===== config.mk =====
export PLATFORM = sky130hd
export DESIGN_NAME = health_relay_sched_flat
export DESIGN_NICKNAME = d
export VERILOG_FILES = /design/src/rtl/health_pkg.sv /design/src/rtl/health_relay_sched_if.sv /design/src/rtl/fault_debounce.sv /design/src/rtl/health_relay_sched.sv /design/src/flat_wrapper.sv
export SDC_FILE = /design/constraint.sdc
export NUM_CORES = 1
export LEC_CHECK = 0
export ABC_AREA = 1
export ABC_CLOCK_PERIOD_IN_PS = 2000
export CORE_UTILIZATION = 25
export CTS_CLUSTER_DIAMETER = 50
export DETAILED_ROUTE_END_ITERATION = 7
export PLACE_DENSITY = 0.42
export SLEW_MARGIN = 20
export SYNTH_ARGS = -nofsm -noshare
export SYNTH_HDL_FRONTEND = slang
export SYNTH_SLANG_ARGS = --single-unit

===== constraint.sdc =====
create_clock -name clk -period 2 [get_ports clk]
set_clock_uncertainty 0.2 [all_clocks]
set_input_delay 0.4 -clock clk [delete_from_list [all_inputs] [get_ports clk]]
set_output_delay 0.4 -clock clk [all_outputs]
set_load 0.02 [all_outputs]

===== src/rtl/health_pkg.sv =====
// Shared types and defaults for the health relay scheduler.
package health_pkg;

    typedef enum logic [1:0] {
        StIdle,
        StTrip,
        StWaitAck
    } state_e;

    localparam int unsigned DefNCh       = 4;
    localparam int unsigned DefDebounce  = 8;
    localparam int unsigned DefHold      = 16;
    localparam int unsigned DefBlinkDiv  = 4;

    // Width of a channel index; never narrower than one bit.
    function automatic int unsigned ch_width(input int unsigned n);
        return (n <= 2) ? 1 : $clog2(n);
    endfunction

endpackage


===== src/rtl/health_relay_sched_if.sv =====
// Sensor-side and relay-side signals of the health relay scheduler.
interface health_relay_sched_if #(
    parameter int unsigned N_CH = health_pkg::DefNCh
);
    localparam int unsigned CH_W = health_pkg::ch_width(N_CH);

    logic [N_CH-1:0] fault_raw;
    logic            ack;
    logic            relay_driver;
    logic            light;
    logic [CH_W-1:0] active_ch;
    logic [N_CH-1:0] fault_pending;
    logic            busy;

    modport slave (
        input  fault_raw, ack,
        output relay_driver, light, active_ch, fault_pending, busy
    );

    modport master (
        output fault_raw, ack,
        input  relay_driver, light, active_ch, fault_pending, busy
    );

endinterface


===== src/rtl/fault_debounce.sv =====
// Per-channel debounce counter; pulses o_confirm on the edge the count reaches DEBOUNCE.
module fault_debounce
    import health_pkg::*;
#(
    parameter int unsigned DEBOUNCE = DefDebounce
) (
    input  logic clk,
    input  logic reset,
    input  logic i_raw,
    output logic o_confirm
);

    localparam logic [7:0] CntMax = 8'(DEBOUNCE);

    logic [7:0] r_cnt;

    always_ff @(posedge clk) begin
        if (!reset) begin
            r_cnt <= '0;
        end else if (!i_raw) begin
            r_cnt <= '0;
        end else if (r_cnt != CntMax) begin
            r_cnt <= r_cnt + 8'd1;
        end
    end

    // Saturation blocks further pulses until the input drops.
    assign o_confirm = i_raw && (r_cnt == CntMax - 8'd1);

endmodule


===== src/rtl/health_relay_sched.sv =====
// Round-robin fault scheduler driving one shared relay and indicator light.
// Optional blinking light in WAIT_ACK is enabled by defining HEALTH_SCHED_BLINK_EN.
module health_relay_sched
    import health_pkg::*;
#(
    parameter int unsigned N_CH      = DefNCh,
    parameter int unsigned DEBOUNCE  = DefDebounce,
    parameter int unsigned HOLD      = DefHold,
    parameter int unsigned BLINK_DIV = DefBlinkDiv
) (
    input  logic                 clk,
    input  logic                 reset,
    health_relay_sched_if.slave  bus
);

    localparam int unsigned CH_W     = ch_width(N_CH);
    localparam logic [15:0] HoldLast = 16'(HOLD - 1);

    if (N_CH < 2 || N_CH > 8 || DEBOUNCE < 1 || DEBOUNCE > 255 || HOLD < 1 || HOLD > 65535
        || BLINK_DIV < 1) begin : g_bad_param
        $error("health_relay_sched: parameter out of range");
    end

    logic [N_CH-1:0] w_confirm;
    logic [N_CH-1:0] w_clr;
    logic [N_CH-1:0] r_pending;
    state_e          r_state;
    logic [CH_W-1:0] r_active;
    logic [CH_W-1:0] r_rr_ptr;
    logic [15:0]     r_hold;
    logic            r_relay;
    logic            r_light;
    logic            r_busy;
    logic            w_found;
    logic [CH_W-1:0] w_sel;
    logic [CH_W:0]   w_idx;
    logic [CH_W-1:0] w_next_ptr;
    logic            w_ack_done;

    for (genvar gi = 0; gi < N_CH; gi++) begin : g_deb
        fault_debounce #(
            .DEBOUNCE (DEBOUNCE)
        ) u_deb (
            .clk       (clk),
            .reset     (reset),
            .i_raw     (bus.fault_raw[gi]),
            .o_confirm (w_confirm[gi])
        );
    end

    // First pending channel at or above rr_ptr, wrapping.
    always_comb begin
        w_found = 1'b0;
        w_sel   = '0;
        w_idx   = '0;
        for (int k = 0; k < N_CH; k++) begin
            w_idx = {1'b0, r_rr_ptr} + (CH_W + 1)'(k);
            if (w_idx >= (CH_W + 1)'(N_CH)) begin
                w_idx = w_idx - (CH_W + 1)'(N_CH);
            end
            if (!w_found && r_pending[w_idx[CH_W-1:0]]) begin
                w_found = 1'b1;
                w_sel   = w_idx[CH_W-1:0];
            end
        end
    end

    always_comb begin
        w_ack_done = (r_state == StWaitAck) && bus.ack;
        w_clr      = w_ack_done ? (N_CH'(1) << r_active) : '0;
        w_next_ptr = (r_active == CH_W'(N_CH - 1)) ? '0 : r_active + CH_W'(1);
    end

`ifdef HEALTH_SCHED_BLINK_EN
    localparam logic [15:0] BlinkLast = 16'(BLINK_DIV - 1);
    logic [15:0] r_blink;
`endif

    always_ff @(posedge clk) begin
        if (!reset) begin
            r_state   <= StIdle;
            r_active  <= '0;
            r_rr_ptr  <= '0;
            r_hold    <= '0;
            r_relay   <= 1'b0;
            r_light   <= 1'b0;
            r_busy    <= 1'b0;
            r_pending <= '0;
`ifdef HEALTH_SCHED_BLINK_EN
            r_blink   <= '0;
`endif
        end else begin
            // A confirm on the bit being acknowledged keeps it set.
            r_pending <= (r_pending & ~w_clr) | w_confirm;
            unique case (r_state)
                StIdle: begin
                    if (w_found) begin
                        r_state  <= StTrip;
                        r_active <= w_sel;
                        r_hold   <= '0;
                        r_relay  <= 1'b1;
                        r_light  <= 1'b1;
                        r_busy   <= 1'b1;
                    end
                end
                StTrip: begin
                    if (r_hold == HoldLast) begin
                        r_state <= StWaitAck;
                        r_light <= 1'b1;
`ifdef HEALTH_SCHED_BLINK_EN
                        r_blink <= '0;
`endif
                    end else begin
                        r_hold <= r_hold + 16'd1;
                    end
                end
                StWaitAck: begin
                    if (bus.ack) begin
                        r_state  <= StIdle;
                        r_active <= '0;
                        r_rr_ptr <= w_next_ptr;
                        r_relay  <= 1'b0;
                        r_light  <= 1'b0;
                        r_busy   <= 1'b0;
                    end
`ifdef HEALTH_SCHED_BLINK_EN
                    else if (r_blink == BlinkLast) begin
                        r_blink <= '0;
                        r_light <= ~r_light;
                    end else begin
                        r_blink <= r_blink + 16'd1;
                    end
`endif
                end
                default: r_state <= StIdle;
            endcase
        end
    end

    assign bus.relay_driver  = r_relay;
    assign bus.light         = r_light;
    assign bus.active_ch     = r_active;
    assign bus.fault_pending = r_pending;
    assign bus.busy          = r_busy;

endmodule


===== src/flat_wrapper.sv =====
// flat-port wrapper written by rule: the top's interface ports become plain ports
module health_relay_sched_flat import health_pkg::*;
#(
    parameter int unsigned N_CH      = DefNCh,
    parameter int unsigned DEBOUNCE  = DefDebounce,
    parameter int unsigned HOLD      = DefHold,
    parameter int unsigned BLINK_DIV = DefBlinkDiv
)
  (clk, reset, bus_fault_raw, bus_ack, bus_relay_driver, bus_light, bus_active_ch, bus_fault_pending, bus_busy);
  health_relay_sched_if #(.N_CH(N_CH)) bus_i ();
  input  logic clk;
  input  logic reset;
  input wire logic [$bits(bus_i.fault_raw)-1:0] bus_fault_raw;
  input wire logic [$bits(bus_i.ack)-1:0] bus_ack;
  output wire logic [$bits(bus_i.relay_driver)-1:0] bus_relay_driver;
  output wire logic [$bits(bus_i.light)-1:0] bus_light;
  output wire logic [$bits(bus_i.active_ch)-1:0] bus_active_ch;
  output wire logic [$bits(bus_i.fault_pending)-1:0] bus_fault_pending;
  output wire logic [$bits(bus_i.busy)-1:0] bus_busy;
  assign bus_i.fault_raw = bus_fault_raw;
  assign bus_i.ack = bus_ack;
  assign bus_relay_driver = bus_i.relay_driver;
  assign bus_light = bus_i.light;
  assign bus_active_ch = bus_i.active_ch;
  assign bus_fault_pending = bus_i.fault_pending;
  assign bus_busy = bus_i.busy;
  health_relay_sched #(.N_CH(N_CH), .DEBOUNCE(DEBOUNCE), .HOLD(HOLD), .BLINK_DIV(BLINK_DIV)) u_core (.clk(clk), .reset(reset), .bus(bus_i));
endmodule

==> results of run 1 <==
-- registers in the layout, summed over array words and instances (netlist names) --
register	cells
u_core.bus.active_ch	2
u_core.g_deb.u_deb.r_cnt	32
u_core.r_state	2
u_core.bus.fault_pending	4
u_core.bus.relay_driver	1
u_core.r_hold	16
u_core.r_rr_ptr	2
u_core.bus.light	1
-- cell type report --
cell class / count / area, um^2
clock buffer: 12 / 256
clock inverter: 4 / 47.5
fill: 1431 / 9060
inverter: 76 / 293
multi-input combinational: 328 / 1800
sequential: 60 / 1200
tap: 176 / 220
timing repair buffer: 34 / 312
-- cell families after synthesis --
family,synth area share
fa+ha+maj,0.0483
buf+inv,0.111
flops,0.356
simple gates,0.340
compound gates,0.114
xor+xnor,0.0312
-- power by group through the flow --
stage	clock (mW)	sequential [mW]	combinational, mW
detailed placement	0	1.24	0.0777
floorplan	0	1.24	0.0432
global route	1.68	1.21	0.0879
CTS	1.64	1.21	0.0778
global placement	0	1.24	0.0759
finish	1.58	1.21	0.0762
-- layer usage --
layer,routed length [um],global-route usage
met1,4110,0.160
met2,3650,0.200
met3,177,0.0310
met4,147,0.0609
met5,0,0
-- cell usage in the layout, fill, tap and decap left out, types with 10 or more instances in the layout --
| master | count |
|---|---|
| o21ai_0 | 11 |
| nor3_1 | 12 |
| nor2_1 | 45 |
| ha_1 | 13 |
| clkdlybuf4s50_1 | 11 |
| nand2_2 | 10 |
| buf_4 | 17 |
| nand3_1 | 52 |
| nand4_1 | 17 |
| a21oi_1 | 33 |
| xor2_1 | 11 |
| inv_1 | 74 |
| dfxtp_1 | 60 |
| nand2_1 | 84 |
-- metrics by stage --
step | power, mW | cells | TNS, ps | worst slack [ps]
after floorplan | 1.28 | 473 | 0 | 200
after global placement | 1.31 | 674 | 0 | 84.3
after detailed placement | 1.32 | 674 | 0 | 45.6
after CTS | 2.93 | 690 | 0 | 23.8
after global routing | 2.98 | 690 | -13.3 | -13.3
final | 2.87 | 690 | 0 | 71.4
-- repair_timing --
action	4_1_cts	5_1_grt
hold endpoints to repair	0	0
hold buffers	0	0
endpoints found under the setup margin	3	18
cloned	0	0
gates resized for setup	3	4
pin swaps	0	0
-- how the worst max path moves through the flow --
stage / slack, ps / start / depth (start not counted) / end
floorplan: 200 / u_core.r_hold[0] / 8 / u_core.r_hold[0]
detailed placement: 50 / reset / 5 / u_core.g_deb[3].u_deb.r_cnt[2]
global placement: 80 / reset / 5 / u_core.g_deb[3].u_deb.r_cnt[7]
finish: 70 / u_core.bus.relay_driver / 1 / bus_busy
CTS: 20 / u_core.bus.fault_pending[2] / 1 / bus_fault_pending[2]
global route: -10 / u_core.r_rr_ptr[0] / 12 / u_core.r_hold[0]
==> out/summary.txt, run 1 <==
Status = finished clean
WP buf/inv = 1
Hold Path Cell Cnt = 2
First-pass GRT wire length = 14000 um
DR vias = 3063
Vias in the first global route = 2991
WP data arrival = 1330 ps
CP endpoint kind = output port
Avg Cell Area, Syn = 7.12 um^2
TritonCTS clock tree = yes
Ys async rst share = 0
Worst Hold Class = flip-flop to flip-flop
Worst vdd ir = 327 uV
Die X = 118 um
Reg2reg path depth = 12
Reg-to-reg endpoint = u_core.r_hold[0]
CTS Buffer Depth = 2
Count of final hold-check violations = 0
Min Hold Slack = 265 ps
Antenna violations before repair = 0
Mapped Area = 0.00337 mm^2
CP Launch Type = flip-flop
Total CTS buffers = 9
Diodes inserted = 0
Clock share of power = 0.551
Final period util = 0.964
DRC = 0
CP delay by family, top = buffers and inverters
Post-synth EDFFs = 0
Area leader, netlist = dfxtp_1
Critical path class = flip-flop to output port
Sw Ratio = 0.212
Count leader, synth = nand2_1
Period minus WS final = 1930 ps
CP max stage delay = 620 ps
Routed wire length = 8090 um
Die area = 0.0139 mm^2
LEAKAGE = 1.53 nW
Worst path required time = 1400 ps
Comb pwr share = 0.027
PortBufs = 15
Syn Inst Count = 473
Final Setup Violations = 0
I/O pins = 16
H-tree levels = 3
Netlist cell types = 33
DR WL/cell = 11.7 um
Final instance area = 0.00413 mm^2
Postcts setup bufs = 0
Final nets = 529
Clock transition at path regs = 50 ps
Worst r2r src = u_core.r_rr_ptr[0]
Hold EP = u_core.g_deb[0].u_deb.r_cnt[7]
Ys Warns = 0
HP Start = u_core.g_deb[0].u_deb.r_cnt[7]
Area of the core = 0.0132 mm^2
Final Util = 0.313
Register area share after synthesis = 0.356
Top cell type's share of synthesized area = 0.356
Cells taking the most area after synthesis = dfxtp_1 (36%), nand2_1 (9.5%), inv_1 (8.2%)
Top cells by count, synth = nand2_1 (85), inv_1 (74), dfxtp_1 (60)
Sequential Power Share = 0.422
Layout cell share with drive strength beyond 1 = 0.138
# Max-Cap Violations = 0
DR iter-0 viols = 167
Die Y = 118 um
Largest net degree at the start of global routing = 18
Total power divided by cell area = 696 mW/mm^2
Gr usage total = 0.126
Syn_nets = 493
Worst-Margin Slew = 517 ps
Clk sinks = 60
Yosys reg bits = 60
Slowest cell on crit path = clkdlybuf4s50_1
Reg2reg setup slack = 160 ps
Maximum clock frequency = 519 MHz
Antenna viol nets, final = 0
Worst rel slew slack = 0.652
First-pass detailed-route iteration total = 4
Top FF cell, synth = dfxtp_1
Post-DP HPWL = 6140 um
Pint = 2.26 mW
Grt ovf = 0
Cell Chain, Critical Path = clkdlybuf4s50_1
Cell Rows = 42
Crit path max fanout = 3
Clk root buf = clkbuf_16
DP Area = 0.00381 mm^2
NetSw = 0.610 mW
Unrepaired setup endpoints after global routing = true
DR vias/cell = 4.44
Initial core utilization = 0.255
Synth-to-Final Area Change = 22.5%
Final slew viol count = 0
Clock latency on the worst-skew pair = 330 ps
Placer Congestion = 0.855
(Power assumes the default switching activity.)
==> inputs of run 2 (changes only) <==
--- a/config.mk
+++ b/config.mk
@@ -7,6 +7,7 @@
 export LEC_CHECK = 0
 export ABC_AREA = 1
 export ABC_CLOCK_PERIOD_IN_PS = 2000
+export CORE_MARGIN = 2
 export CORE_UTILIZATION = 25
 export CTS_CLUSTER_DIAMETER = 50
 export DETAILED_ROUTE_END_ITERATION = 7
==> run 2 against run 1 <==
Net effect:
- non-clock buffer count is 1 lower
- wire length is 1.9% lower
- global-route usage is 0.98 points lower
- total power is 2.6% lower
- clock power is 4% lower
- via count is 1.3% higher
- critical path depth stayed put
- die area is 3.4% higher
- setup slack worse by 13 ps
- cell area hardly changed
- register-to-register slack better by 20 ps
- final cell count is 0.29% lower
- critical path type unchanged
- highest routed layer unchanged
==> out/summary.txt, run 2 (same netlist as run 1, synthesis figures left out) <==
Worst vdd ir = 272 uV (was 327 uV)
Diodes inserted = 0 (unchanged)
DR vias/cell = 4.51 (was 4.44)
DR iter-0 viols = 145 (was 167)
WP buf/inv = 1 (unchanged)
Initial core utilization = 0.255 (unchanged)
CTS Buffer Depth = 2 (unchanged)
Routed wire length = 7940 um (was 8090 um)
Reg2reg path depth = 11 (was 12)
Post-DP HPWL = 5950 um (was 6140 um)
Die Y = 120 um (was 118 um)
Post-route setup slack = 58.4 ps (was 71.4 ps)
Commonest non-fill, non-tap cells in the layout = nand2_1 (84), inv_1 (74), dfxtp_1 (59), nand3_1 (52), nor2_1 (44) (was nand2_1 (84), inv_1 (74), dfxtp_1 (60), nand3_1 (52), nor2_1 (45))
Reg2reg setup slack = 180 ps (was 160 ps)
Gr usage total = 0.116 (was 0.126)
Total CTS buffers = 9 (unchanged)
Maximum clock frequency = 515 MHz (was 519 MHz)
LEAKAGE = 1.56 nW (was 1.53 nW)
WP data arrival = 1340 ps (was 1330 ps)
Clk root buf = clkbuf_16 (unchanged)
Worst r2r src = u_core.r_rr_ptr[0] (unchanged)
Post-place setup slack = 108 ps (was 45.6 ps)
Final slew viol count = 0 (unchanged)
Worst rel slew slack = 0.652 (about the same)
CP max stage delay = 650 ps (was 620 ps)
DRC = 0 (unchanged)
HP Start = u_core.g_deb[1].u_deb.r_cnt[7] (was u_core.g_deb[0].u_deb.r_cnt[7])
Most flops, register = u_core.g_deb.u_deb.r_cnt (unchanged)
Setup TNS Final = 0 ps (unchanged)
Cell Rows = 42 (unchanged)
Final nets = 528 (was 529)
Die X = 120 um (was 118 um)
H-tree levels = 3 (unchanged)
Reg-to-reg endpoint = u_core.r_hold[11] (was u_core.r_hold[0])
Worst Hold Class = flip-flop to flip-flop (unchanged)
DR WL/cell = 11.5 um (was 11.7 um)
CP Launch Type = flip-flop (unchanged)
Count of final hold-check violations = 0 (unchanged)
Hold EP = u_core.g_deb[1].u_deb.r_cnt[7] (was u_core.g_deb[0].u_deb.r_cnt[7])
Clock transition at path regs = 50 ps (about the same)
Die area = 0.0144 mm^2 (was 0.0139 mm^2)
Clk sinks = 60 (unchanged)
# Max-Cap Violations = 0 (unchanged)
Grt ovf = 0 (unchanged)
Slowest cell on crit path = clkdlybuf4s50_1 (unchanged)
Layout cell share with drive strength beyond 1 = 0.135 (was 0.138)
PortBufs = 15 (unchanged)
Area of the core = 0.0132 mm^2 (unchanged)
Commonest non-fill, non-tap cell in the layout = nand2_1 (unchanged)
Final Setup Violations = 0 (unchanged)
Vias in the first global route = 2947 (was 2991)
TritonCTS clock tree = yes (unchanged)
First-pass detailed-route iteration total = 4 (unchanged)
Postcts setup bufs = 0 (unchanged)
DR vias = 3103 (was 3063)
Period minus WS final = 1940 ps (was 1930 ps)
Antenna violations before repair = 0 (unchanged)
Largest net degree at the start of global routing = 16 (was 18)
Hold Path Cell Cnt = 2 (unchanged)
Max reg flops = 32 (unchanged)
Critical path class = flip-flop to output port (unchanged)
CP delay by family, top = buffers and inverters (unchanged)
I/O pins = 16 (unchanged)
Placer Congestion = 0.816 (was 0.855)
Status = finished clean (unchanged)
Worst-Margin Slew = 517 ps (about the same)
Total power divided by cell area = 678 mW/mm^2 (was 696 mW/mm^2)
CP endpoint kind = output port (unchanged)
First-pass GRT wire length = 13400 um (was 14000 um)
Unrepaired setup endpoints after global routing = false (was true)
Worst path required time = 1400 ps (about the same)
Crit path max fanout = 2 (was 3)
Final period util = 0.971 (was 0.964)
Synth-to-Final Area Change = 22.5% (about the same)
Clock latency on the worst-skew pair = 320 ps (was 330 ps)
Cell Chain, Critical Path = clkdlybuf4s50_1 (unchanged)
Antenna viol nets, final = 0 (unchanged)
## run 2: cell types whose count changed in the layout (fill, tap and decap cells not counted), moves of 2 or more
cell	before	now
buf_4	17	14
clkbuf_1	1	3
clkdlybuf4s50_1	11	9
dlymetal6s2s_1	1	3
## run 2: cell type report
cell class	instances	area, um^2
well taps	176	220
clock inverters	2	35.0
fillers	1386	9060
repair buffers	33	325
multi-input cells	328	1800
clock buffers	13	250
flip-flops and latches	60	1200
inverters	76	293
## run 2: per-stage QoR
step | instance area [um^2] | util | hold WS (ps) | total power, mW | instances
after floorplan | 3370 | - | 242 | 1.28 | 473
after CTS | 4100 | 0.311 | 270 | 2.85 | 688
after global placement | 3820 | 0.290 | 257 | 1.32 | 673
final | 4130 | 0.313 | 265 | 2.80 | 688
after detailed placement | 3820 | 0.290 | 262 | 1.32 | 673
after global routing | 4130 | 0.313 | 291 | 2.91 | 688
## run 2: repair_timing
action,in CTS,in global routing
endpoints found under the setup margin,4,19
resized for setup,4,8
hold buffers,0,0
hold endpoints to repair,0,0
## run 2: how the worst max path moves through the flow
stage	endpoint	slack (ps)	cells after the start	from
5_1_grt	bus_fault_pending[1]	10	1	u_core.bus.fault_pending[1]
2_1_floorplan	u_core.r_hold[0]	200	8	u_core.r_hold[0]
3_3_place_gp	u_core.r_rr_ptr[0]	90	5	reset
6_report	bus_light	60	1	u_core.bus.light
3_5_place_dp	u_core.bus.light	110	12	u_core.r_rr_ptr[0]
4_1_cts	bus_relay_driver	4	1	u_core.bus.relay_driver
## run 2: metal layers
metal	vias up	track usage	wire (um)
met5	-	0	0
met4	0	0.0397	109
met3	9	0.0276	194
met2	33	0.191	3660
met1	1440	0.149	3970
li1	1621	-	-
## run 2: power by group
part	internal, mW	switching, mW	total [mW]
clock	0.989	0.517	1.51
sequential	1.20	0.00863	1.21
combinational	0.0330	0.0445	0.0775
==> edit (flow settings as in run 2) <==
The package constant `DefNCh` goes from 4 to 2.
--- a/src/rtl/health_pkg.sv
+++ b/src/rtl/health_pkg.sv
@@ -7,7 +7,7 @@
         StWaitAck
     } state_e;
 
-    localparam int unsigned DefNCh       = 4;
+    localparam int unsigned DefNCh       = 2;
     localparam int unsigned DefDebounce  = 8;
     localparam int unsigned DefHold      = 16;
     localparam int unsigned DefBlinkDiv  = 4;
Interface: changed (resized bus_active_ch, bus_fault_pending and bus_fault_raw); port bits go from 16 to 11. No check against the original RTL was run, so the function may have changed too.
==> edit against run 2 <==
Setup slack improved by 0.049 ns. Design area is 40% lower. Power decreased by 51%. Die area is 35% lower. Sequential cell count decreased by 20. Sequential share of layout area grew 3.0 points. Core utilization decreased by 1.3 points. Synthesized cell count shrank 37%. Routed wire length down 39%. Area after synthesis shrank 36%. Critical endpoint is now bus_fault_pending[0]. Largest power group is now sequential cells. Highest routed layer unchanged.
==> edit: results (changes against run 2) <==
switching share of power=23.8% (+3.4 points); First DRT Iteration DRCs=89 (-39%); status=completed; DR vias/cell=4.53 (+0.43%); Critical Path Source=u_core.bus.fault_pending[0]; hold_sp=u_core.g_deb[0].u_deb.r_cnt[7]; routability cong.=0.767 (-6.0%); dpl cell area=0.00241 sq mm (-37%); Hold Path End=u_core.g_deb[0].u_deb.r_cnt[7]; Reg2Reg Setup Slack=0.26 ns (+0.08 ns); Num CTS Buffers=5 (-4); later-pin clock latency in the skew report=0.29 ns (-0.03 ns); Slew HR=73.8% (+8.6 points); r2r worst-path depth=8 (-3); root buffer cell=clkbuf_8; CTS resizes=0 (-4); share of layout cells above drive strength 1=13.2% (-0.27 points); maximum number of pins on one net before global-route repair=19 (+3); port buffer count=10 (-5); RR Endpoint=u_core.r_hold[4]; CTS H-tree lvls=2 (-1); post-synthesis cell type count=31 (-6.1%); Total Routing Usage GR=11.1% (-0.57 points); sequential share of the synthesized area=37.0% (+1.3 points); Synthesized Nets=310 (-37%); post-DP HPWL=3560 microns (-40%); DP Worst Slack=0.160 ns (+0.0522 ns); highest cell delay on the worst timing path=0.62 ns (-0.03 ns); fillers=913 (-34%); min cycle time layout=1.89 ns (-0.0485 ns); CP endpoint=bus_fault_pending[0]
edit: cell count changes after synthesis, sizes merged, moves of 5 or more:
cell,delta
xor2,-6
ha,-8
o21ai,-7
inv,-49
dfxtp,-20
o21bai,+5
nand3,-13
nor3,-10
nand4,-10
nand2,-36
a21oi,-12
edit: cell type report:
cell class,instances,area (sq um),share of cell area (%)
multi-input cells,226,1210,48.8
repair buffers,18,160,6.44
flip-flops and latches,40,801,32.2
well taps,105,131,5.28
clock inverters,2,12.5,0.503
inverters,27,101,4.07
clock buffers,5,68.8,2.77
edit: power by group through the flow:
stage | registers [mW] | logic, mW | clock network [mW]
finish | 0.802 | 0.0460 | 0.537
global route | 0.804 | 0.0527 | 0.598
CTS | 0.803 | 0.0470 | 0.561
detailed placement | 0.821 | 0.0467 | 0
global placement | 0.821 | 0.0468 | 0
floorplan | 0.821 | 0.0246 | 0
edit: cell families (layout without fill, tap and decap cells):
group                      after synthesis  in the layout  share of synthesized area (%)
AOI/OAI and AO/OA                       43             43                           12.5
xor gates and xnor gates                 6              6                           2.43
adders and majority gates                5              5                           2.89
buffers and inverters                   34             52                           6.99
DFF                                     40             40                           37.0
and+or+nand+nor                        172            172                           38.2
edit: per-layer routing:
metal | up-vias | wire length [microns] | GRT usage, %
met5 | - | 0 | 0
met4 | 0 | 54 | 2.93
met3 | 5 | 106 | 2.37
met2 | 12 | 2220 | 17.7
met1 | 868 | 2480 | 15.1
li1 | 1031 | - | -
edit: stage by stage:
stage / std cells / power (mW) / hold slack, ns
final: 423 / 1.38 / 0.262
after global routing: 423 / 1.45 / 0.285
after CTS: 423 / 1.41 / 0.266
after detailed placement: 416 / 0.868 / 0.253
after global placement: 416 / 0.868 / 0.258
after floorplan: 300 / 0.845 / 0.235
